File: src/rtl/mac_seq_ctrl.sv
`timescale 1ns/1ps
// mac_seq_ctrl: walks one dot-product command through an external MAC, keeping a
// single operand pair in flight, with a per-beat completion timeout and abort.
module mac_seq_ctrl #(
  parameter int LEN_W   = 8,
  parameter int TIMEOUT = 16
) (
  input  logic                    clk,
  input  logic                    reset,
  input  logic                    cmd_valid,
  output logic                    cmd_ready,
  input  logic [LEN_W-1:0]        cmd_len,
  input  logic                    abort,
  input  logic                    in_valid,
  output logic                    in_ready,
  input  logic signed [7:0]       in_a,
  input  logic signed [7:0]       in_b,
  output logic                    mac_clear,
  output logic                    mac_valid,
  output logic signed [7:0]       mac_a,
  output logic signed [7:0]       mac_b,
  input  logic signed [31:0]      mac_y,
  input  logic                    mac_overflow,
  input  logic                    mac_done,
  output logic                    res_valid,
  input  logic                    res_ready,
  output logic signed [31:0]      res_y,
  output logic                    res_ovf,
  output logic                    res_err
);
  localparam int DATA_W = 8;
  localparam int ACC_W  = 32;
  localparam int CNT_W  = $clog2(TIMEOUT + 2);
  localparam logic [CNT_W-1:0] CNT_LIMIT = CNT_W'(TIMEOUT);

  typedef enum logic [2:0] {S_IDLE, S_CLEAR, S_FEED, S_WAIT, S_RESULT} state_t;

  state_t                    state, state_nxt;
  logic [LEN_W-1:0]          remaining, remaining_nxt;
  logic [CNT_W-1:0]          cnt, cnt_nxt;
  logic                      mac_clear_nxt, mac_valid_nxt;
  logic signed [DATA_W-1:0]  mac_a_nxt, mac_b_nxt;
  logic                      res_valid_nxt, res_ovf_nxt, res_err_nxt;
  logic signed [ACC_W-1:0]   res_y_nxt;

  assign cmd_ready = (state == S_IDLE);
  assign in_ready  = (state == S_FEED);

  always_ff @(posedge clk or posedge reset) begin
    if (reset) begin
      state     <= S_IDLE;
      remaining <= '0;
      cnt       <= '0;
      mac_clear <= 1'b1;
      mac_valid <= 1'b0;
      mac_a     <= '0;
      mac_b     <= '0;
      res_valid <= 1'b0;
      res_y     <= '0;
      res_ovf   <= 1'b0;
      res_err   <= 1'b0;
    end else begin
      state     <= state_nxt;
      remaining <= remaining_nxt;
      cnt       <= cnt_nxt;
      mac_clear <= mac_clear_nxt;
      mac_valid <= mac_valid_nxt;
      mac_a     <= mac_a_nxt;
      mac_b     <= mac_b_nxt;
      res_valid <= res_valid_nxt;
      res_y     <= res_y_nxt;
      res_ovf   <= res_ovf_nxt;
      res_err   <= res_err_nxt;
    end
  end

  always_comb begin
    state_nxt     = state;
    remaining_nxt = remaining;
    cnt_nxt       = cnt;
    mac_clear_nxt = 1'b0;
    mac_valid_nxt = 1'b0;
    mac_a_nxt     = mac_a;
    mac_b_nxt     = mac_b;
    res_valid_nxt = res_valid;
    res_y_nxt     = res_y;
    res_ovf_nxt   = res_ovf;
    res_err_nxt   = res_err;
    // Abort beats every other event, including a same-cycle operand handshake.
    if (abort && (state != S_IDLE)) begin
      state_nxt     = S_IDLE;
      mac_clear_nxt = 1'b1;
      res_valid_nxt = 1'b0;
      cnt_nxt       = '0;
    end else begin
      case (state)
        S_IDLE: begin
          if (cmd_valid) begin
            remaining_nxt = cmd_len;
            res_ovf_nxt   = 1'b0;
            res_err_nxt   = 1'b0;
            mac_clear_nxt = 1'b1;
            state_nxt     = S_CLEAR;
          end
        end
        S_CLEAR: begin
          if (remaining != '0) begin
            state_nxt = S_FEED;
          end else begin
            res_y_nxt     = '0;
            res_valid_nxt = 1'b1;
            state_nxt     = S_RESULT;
          end
        end
        S_FEED: begin
          if (in_valid) begin
            mac_a_nxt     = in_a;
            mac_b_nxt     = in_b;
            mac_valid_nxt = 1'b1;
            remaining_nxt = remaining - LEN_W'(1);
            cnt_nxt       = '0;
            state_nxt     = S_WAIT;
          end
        end
        S_WAIT: begin
          // The strobe cycle itself cannot carry a completion for this beat.
          if (mac_valid) begin
            cnt_nxt = cnt + CNT_W'(1);
          end else if (mac_done) begin
            res_ovf_nxt = res_ovf | mac_overflow;
            res_y_nxt   = mac_y;
            if (remaining != '0) begin
              state_nxt = S_FEED;
            end else begin
              res_valid_nxt = 1'b1;
              state_nxt     = S_RESULT;
            end
          end else if (cnt == CNT_LIMIT) begin
            res_err_nxt   = 1'b1;
            res_y_nxt     = '0;
            res_valid_nxt = 1'b1;
            state_nxt     = S_RESULT;
          end else begin
            cnt_nxt = cnt + CNT_W'(1);
          end
        end
        S_RESULT: begin
          if (res_ready) begin
            res_valid_nxt = 1'b0;
            state_nxt     = S_IDLE;
          end
        end
        default: state_nxt = S_IDLE;
      endcase
    end
  end
endmodule

File: config.mk
export PLATFORM = sky130hd
export DESIGN_NAME = mac_seq_ctrl
export DESIGN_NICKNAME = d
export VERILOG_FILES = /design/src/rtl/mac_seq_ctrl.sv
export SDC_FILE = /design/constraint.sdc
export NUM_CORES = 1
export LEC_CHECK = 0
export ABC_AREA = 1
export CAP_MARGIN = 15
export CORE_ASPECT_RATIO = 0.7
export CORE_MARGIN = 3
export CORE_UTILIZATION = 46
export DETAILED_ROUTE_END_ITERATION = 6
export DONT_BUFFER_PORTS = 1
export GPL_ROUTABILITY_DRIVEN = 0
export SETUP_SLACK_MARGIN = 0.3
export SKIP_CTS_REPAIR_TIMING = 1
export SLEW_MARGIN = 20
export SYNTH_ARGS = -nofsm -noshare
export SYNTH_HDL_FRONTEND = slang
export SYNTH_SLANG_ARGS = --single-unit
File: constraint.sdc
create_clock -name clk -period 5.4 [get_ports clk]
set_input_delay 1.08 -clock clk [delete_from_list [all_inputs] [get_ports clk]]
set_output_delay 1.08 -clock clk [all_outputs]
set_load 0.1 [all_outputs]
# Word level (Yosys, flattened, before mapping)
# Index checks and enable logic that the tools add are counted.
# op_classes
add_sub_neg	2
n_eq_ne	20
mux	43
bitwise_logic	2
n_reduce_logical	17
# ops
cell	n
$mux 32	4
$pmux 32 s2	1
$mux 5	5
$mux 3	8
$mux 1	17
$mux 8	2
$pmux 8 s2	1
$pmux 3 s5	1
$reduce_and 5->1	3
$ne 2x2->1 const B	7
$ne 4x4->1 const B	3
$reduce_and 4->1	3
$pmux 5 s2	1
$ne 3x3->1 const B	3
$reduce_bool 8->1	1
$sub 8x1->8 const B	1
$eq 3x2->1 const B	2
$ne 3x2->1 const B	2
$reduce_and 6->1	1
$reduce_bool 2->1	3
$reduce_bool 3->1	2
$add 5x1->5 const B	1
$eq 5x5->1 const B	1
$pmux 1 s2	2
9 further kinds	9
# totals
regBits	69
inputBits	64
out_inout_bits	55
elab_cells	95

# Longest topological paths before layout
# depth
word_depth	6
mapped_depth	12
depth_no_buf	11

# Worst setup path after synthesis
# No wires, ideal clock.
# synth_path
path_kind	register to output
from	reg state[2]
to	out cmd_ready
arrival_time_ps	1307
t_required_ps	4320
slack_ps	3013
path_stages_with_launch	4
path_buffers	0
path_cell_list	dfrtp_1 > nor2_2 > nand2_2 > inv_1
# synth_via
elab_chain_len	1
# synth_rtl
element	line	source
start, declared	38	state_t state, state_nxt;
start signal, assigned	63	state <= state_nxt;
$logic_not 3->1	46	assign cmd_ready = (state == S_IDLE);
end, declared	11	output logic cmd_ready,
# No other way between the ends.

# Worst setup path after layout
# Ends and elaborated chain as after synthesis.

==> flow_metrics.py <==
metrics = {
    "worst_hold_path": {
        "hold_depth": 2,
        "min_from": "remaining[7]",
        "hp-class": "reg -> reg",
        "min_to": "remaining[7]",
    },
    "timing": {
        "fmax_mhz": 347,
        "tns_ps": 0,
        "finalCritPeriodShare": 0.534,
        "maxSlewViolCount": 0,
        "final-setup-viol-count": 0,
        "rsz0062_at_grt": "false",
        "fin_skew_ps": 12.8,
        "timing.hold.ws_ps": 512,
        "worst_pin_slew_ps": 1010,
        "finalCriticalPeriod_ps": 2880,
        "hold_viol_final": 0,
        "maxSlewHeadroom": 0.326,
    },
    "cells_and_area": {
        "syn_to_final_growth_pct": 6.07,
        "nFillCells": 712,
        "drive_above_1_share": 0.155,
        "final_cells": 508,
        "nNetsFinal": 477,
        "num_antenna_cells": 0,
    },
    "synth": {
        "synth_cells": 416,
        "yosys_warnings": 0,
        "synth_seq_cells": 69,
        "synth.top_cells.by_area": "dfrtp_1 49%, nand2_1 14%, o21ai_2 8.0%",
        "syn_nets": 484,
        "avgSynthCellArea_um2": 8.38,
        "yosysTopAreaCellShare": 0.488,
        "ys_types": 26,
        "syn-cell-area_um2": 3480,
        "ys_seq_area_frac": 0.496,
        "yosysTopAreaCell": "dfrtp_1",
    },
    "die": {
        "ios": 119,
        "rows": 25,
        "fp.dieH_um": 78.8,
        "die_width_um": 110,
        "placeableCoreArea_um2": 7040,
        "start_util": 0.495,
        "die-area_um2": 8670,
    },
    "critical_path": {
        "critPathMaxStageDelay_ps": 630,
        "cp-end-kind": "output pin",
        "arrival_ps": 1800,
        "critPathMaxFanout": 6,
        "cp.buffers_inverters": 1,
        "critPathSlowestCell": "inv_1",
        "required_ps": 4320,
        "worst_r2r_endpoint": "remaining[6]",
        "regToRegStartpoint": "state[2]",
        "criticalPathCategory": "reg -> out",
        "cp-start-kind": "register",
        "r2r_slack_ps": 2610,
        "path_cells": "nor2_2 > nand2_2 > inv_1",
        "rr_worst_depth": 9,
        "cpLargestDelayFamily": "buffers and inverters",
    },
    "detailed_routing": {
        "maxUsedRoutingLayer": "met4",
        "vias": 2704,
        "viasPerCell": 5.32,
        "wl_met1_mm": 3.63,
        "first_pass_iters": 5,
        "met3_length_um": 733,
        "drtAntennaViolNets": 0,
        "routed_wl_mm": 7.92,
        "drc": 0,
        "drt_iter0_markers": 195,
        "wire_per_inst_um": 15.6,
        "dr_wl_met2_mm": 3.51,
    },
    "cts": {
        "clk_pin_slew_ps": 80,
        "cts_htree_levels": 3,
        "cts_made_buffers": 9,
        "cts-root-buf": "clkbuf_8",
        "cts_sinks": 69,
        "cts_tree": "done",
        "clockBufferDepth": 2,
        "clock_latency_ps": 350,
    },
    "power": {
        "leakage_uw": 0.00176,
        "vdd_drop_max_mv": 0.540,
        "power.density_nw_per_um2": 739,
        "power.total_uw": 2730,
    },
    "placed_design": {
        "dp_hpwl_mm": 5.54,
        "dp_cells": 492,
        "io_buffer_count": 0,
    },
    "global_routing": {
        "grt_usage": 0.193,
        "grt_pass1_vias": 2590,
        "antenna_found_initial": 0,
        "grt_pass1_wl_mm": 13.0,
        "grt_overflow": 0,
        "grt_max_degree": 65,
    },
    "run": {
        "maxCapViolCount": 0,
    },
    "outcome": {
        "status": "completed",
    },
}
[layout by cell type, fill, tap and decap left out, types with 2 or more instances in the layout]
| cell type | count |
|---|---|
| nand2_4 | 2 |
| o211ai_1 | 2 |
| nand3_1 | 50 |
| clkbuf_8 | 9 |
| nor2_1 | 24 |
| inv_6 | 2 |
| o21ai_2 | 32 |
| nand4_1 | 11 |
| a31oi_1 | 2 |
| dfrtp_1 | 68 |
| o21ai_0 | 20 |
| nand2_2 | 3 |
| inv_1 | 28 |
| ha_1 | 4 |
| nor2_2 | 2 |
| nand3_2 | 2 |
| inv_2 | 3 |
| a21oi_1 | 5 |
| nor2_4 | 2 |
| nand2_1 | 133 |
| bufinv_16 | 2 |
[logic make-up (layout without fill, tap and decap cells)]
kind of cell / count (synthesis) / in the layout / synth area share
buffers and inverters: 51 / 49 / 0.0732
AO/OA/AOI/OAI: 62 / 62 / 0.126
flip-flops: 69 / 69 / 0.496
adder cells (fa/ha/maj): 4 / 4 / 0.0144
AND/OR/NAND/NOR: 230 / 230 / 0.290
[area by class of cell]
type / count / area (µm²) / share of cell area
clock buffer: 10 / 128 / 0.0345
clock inverter: 6 / 93.8 / 0.0254
inverter: 32 / 120 / 0.0325
multi-input combinational: 296 / 1500 / 0.406
sequential: 69 / 1730 / 0.468
tap: 94 / 118 / 0.0318
timing repair buffer: 1 / 7.51 / 0.00203
[report_power, final]
group / switching (µW) / internal, µW
Clock: 205 / 264
Sequential: 1010 / 657
Combinational: 430 / 171
Total: 1640 / 1090
[stage by stage]
| step | area [µm²] | util | setup slack [ps] |
|---|---|---|---|
| floorplan | 3480 | - | 2580 |
| global placement | 3470 | 0.494 | 2680 |
| detailed placement | 3470 | 0.494 | 2640 |
| CTS | 3700 | 0.525 | 2500 |
| global route | 3700 | 0.525 | 2330 |
| finish | 3700 | 0.525 | 2520 |
[cell usage after synthesis, drive strengths merged]
cell type    n
o211ai       2
ha           4
clkbuf       6
clkinv       1
a31oi        2
o21ai       52
nand2      138
buf         13
o21bai       1
nand3       52
dfstp        1
dfrtp       68
inv         31
a21oi        5
or2          1
nor2        28
nand4       11
[tightest hold or removal path, cell delays in order, from the launching register on]
cell and delay [ps]:
dfrtp_1 370, nand2_1 60, nand2_1 60
[worst max path at each step]
stage | start | end | slack (ps) | depth (start not counted)
global route | state[2] | remaining[6] | 2330 | 9
floorplan | reset | cnt[0] | 2580 | 1
global placement | state[0] | res_y[22] | 2680 | 8
finish | state[2] | cmd_ready | 2520 | 3
detailed placement | state[2] | remaining[6] | 2640 | 9
CTS | state[2] | cmd_ready | 2500 | 3
[state kept, by name, summed over array words and instances, names as in the netlist]
name,cells
res_valid,1
mac_valid,1
res_y,32
res_err,1
remaining,8
mac_a,8
state,3
res_ovf,1
mac_clear,1
mac_b,8
cnt,5
[routing by layer]
metal | global-route usage | vias up
met5 | 0 | -
met1 | 0.266 | 1257
li1 | - | 1344
met2 | 0.275 | 99
met3 | 0.0942 | 4
met4 | 0.0386 | 0
No activity file was read; power rests on OpenSTA's default activity.
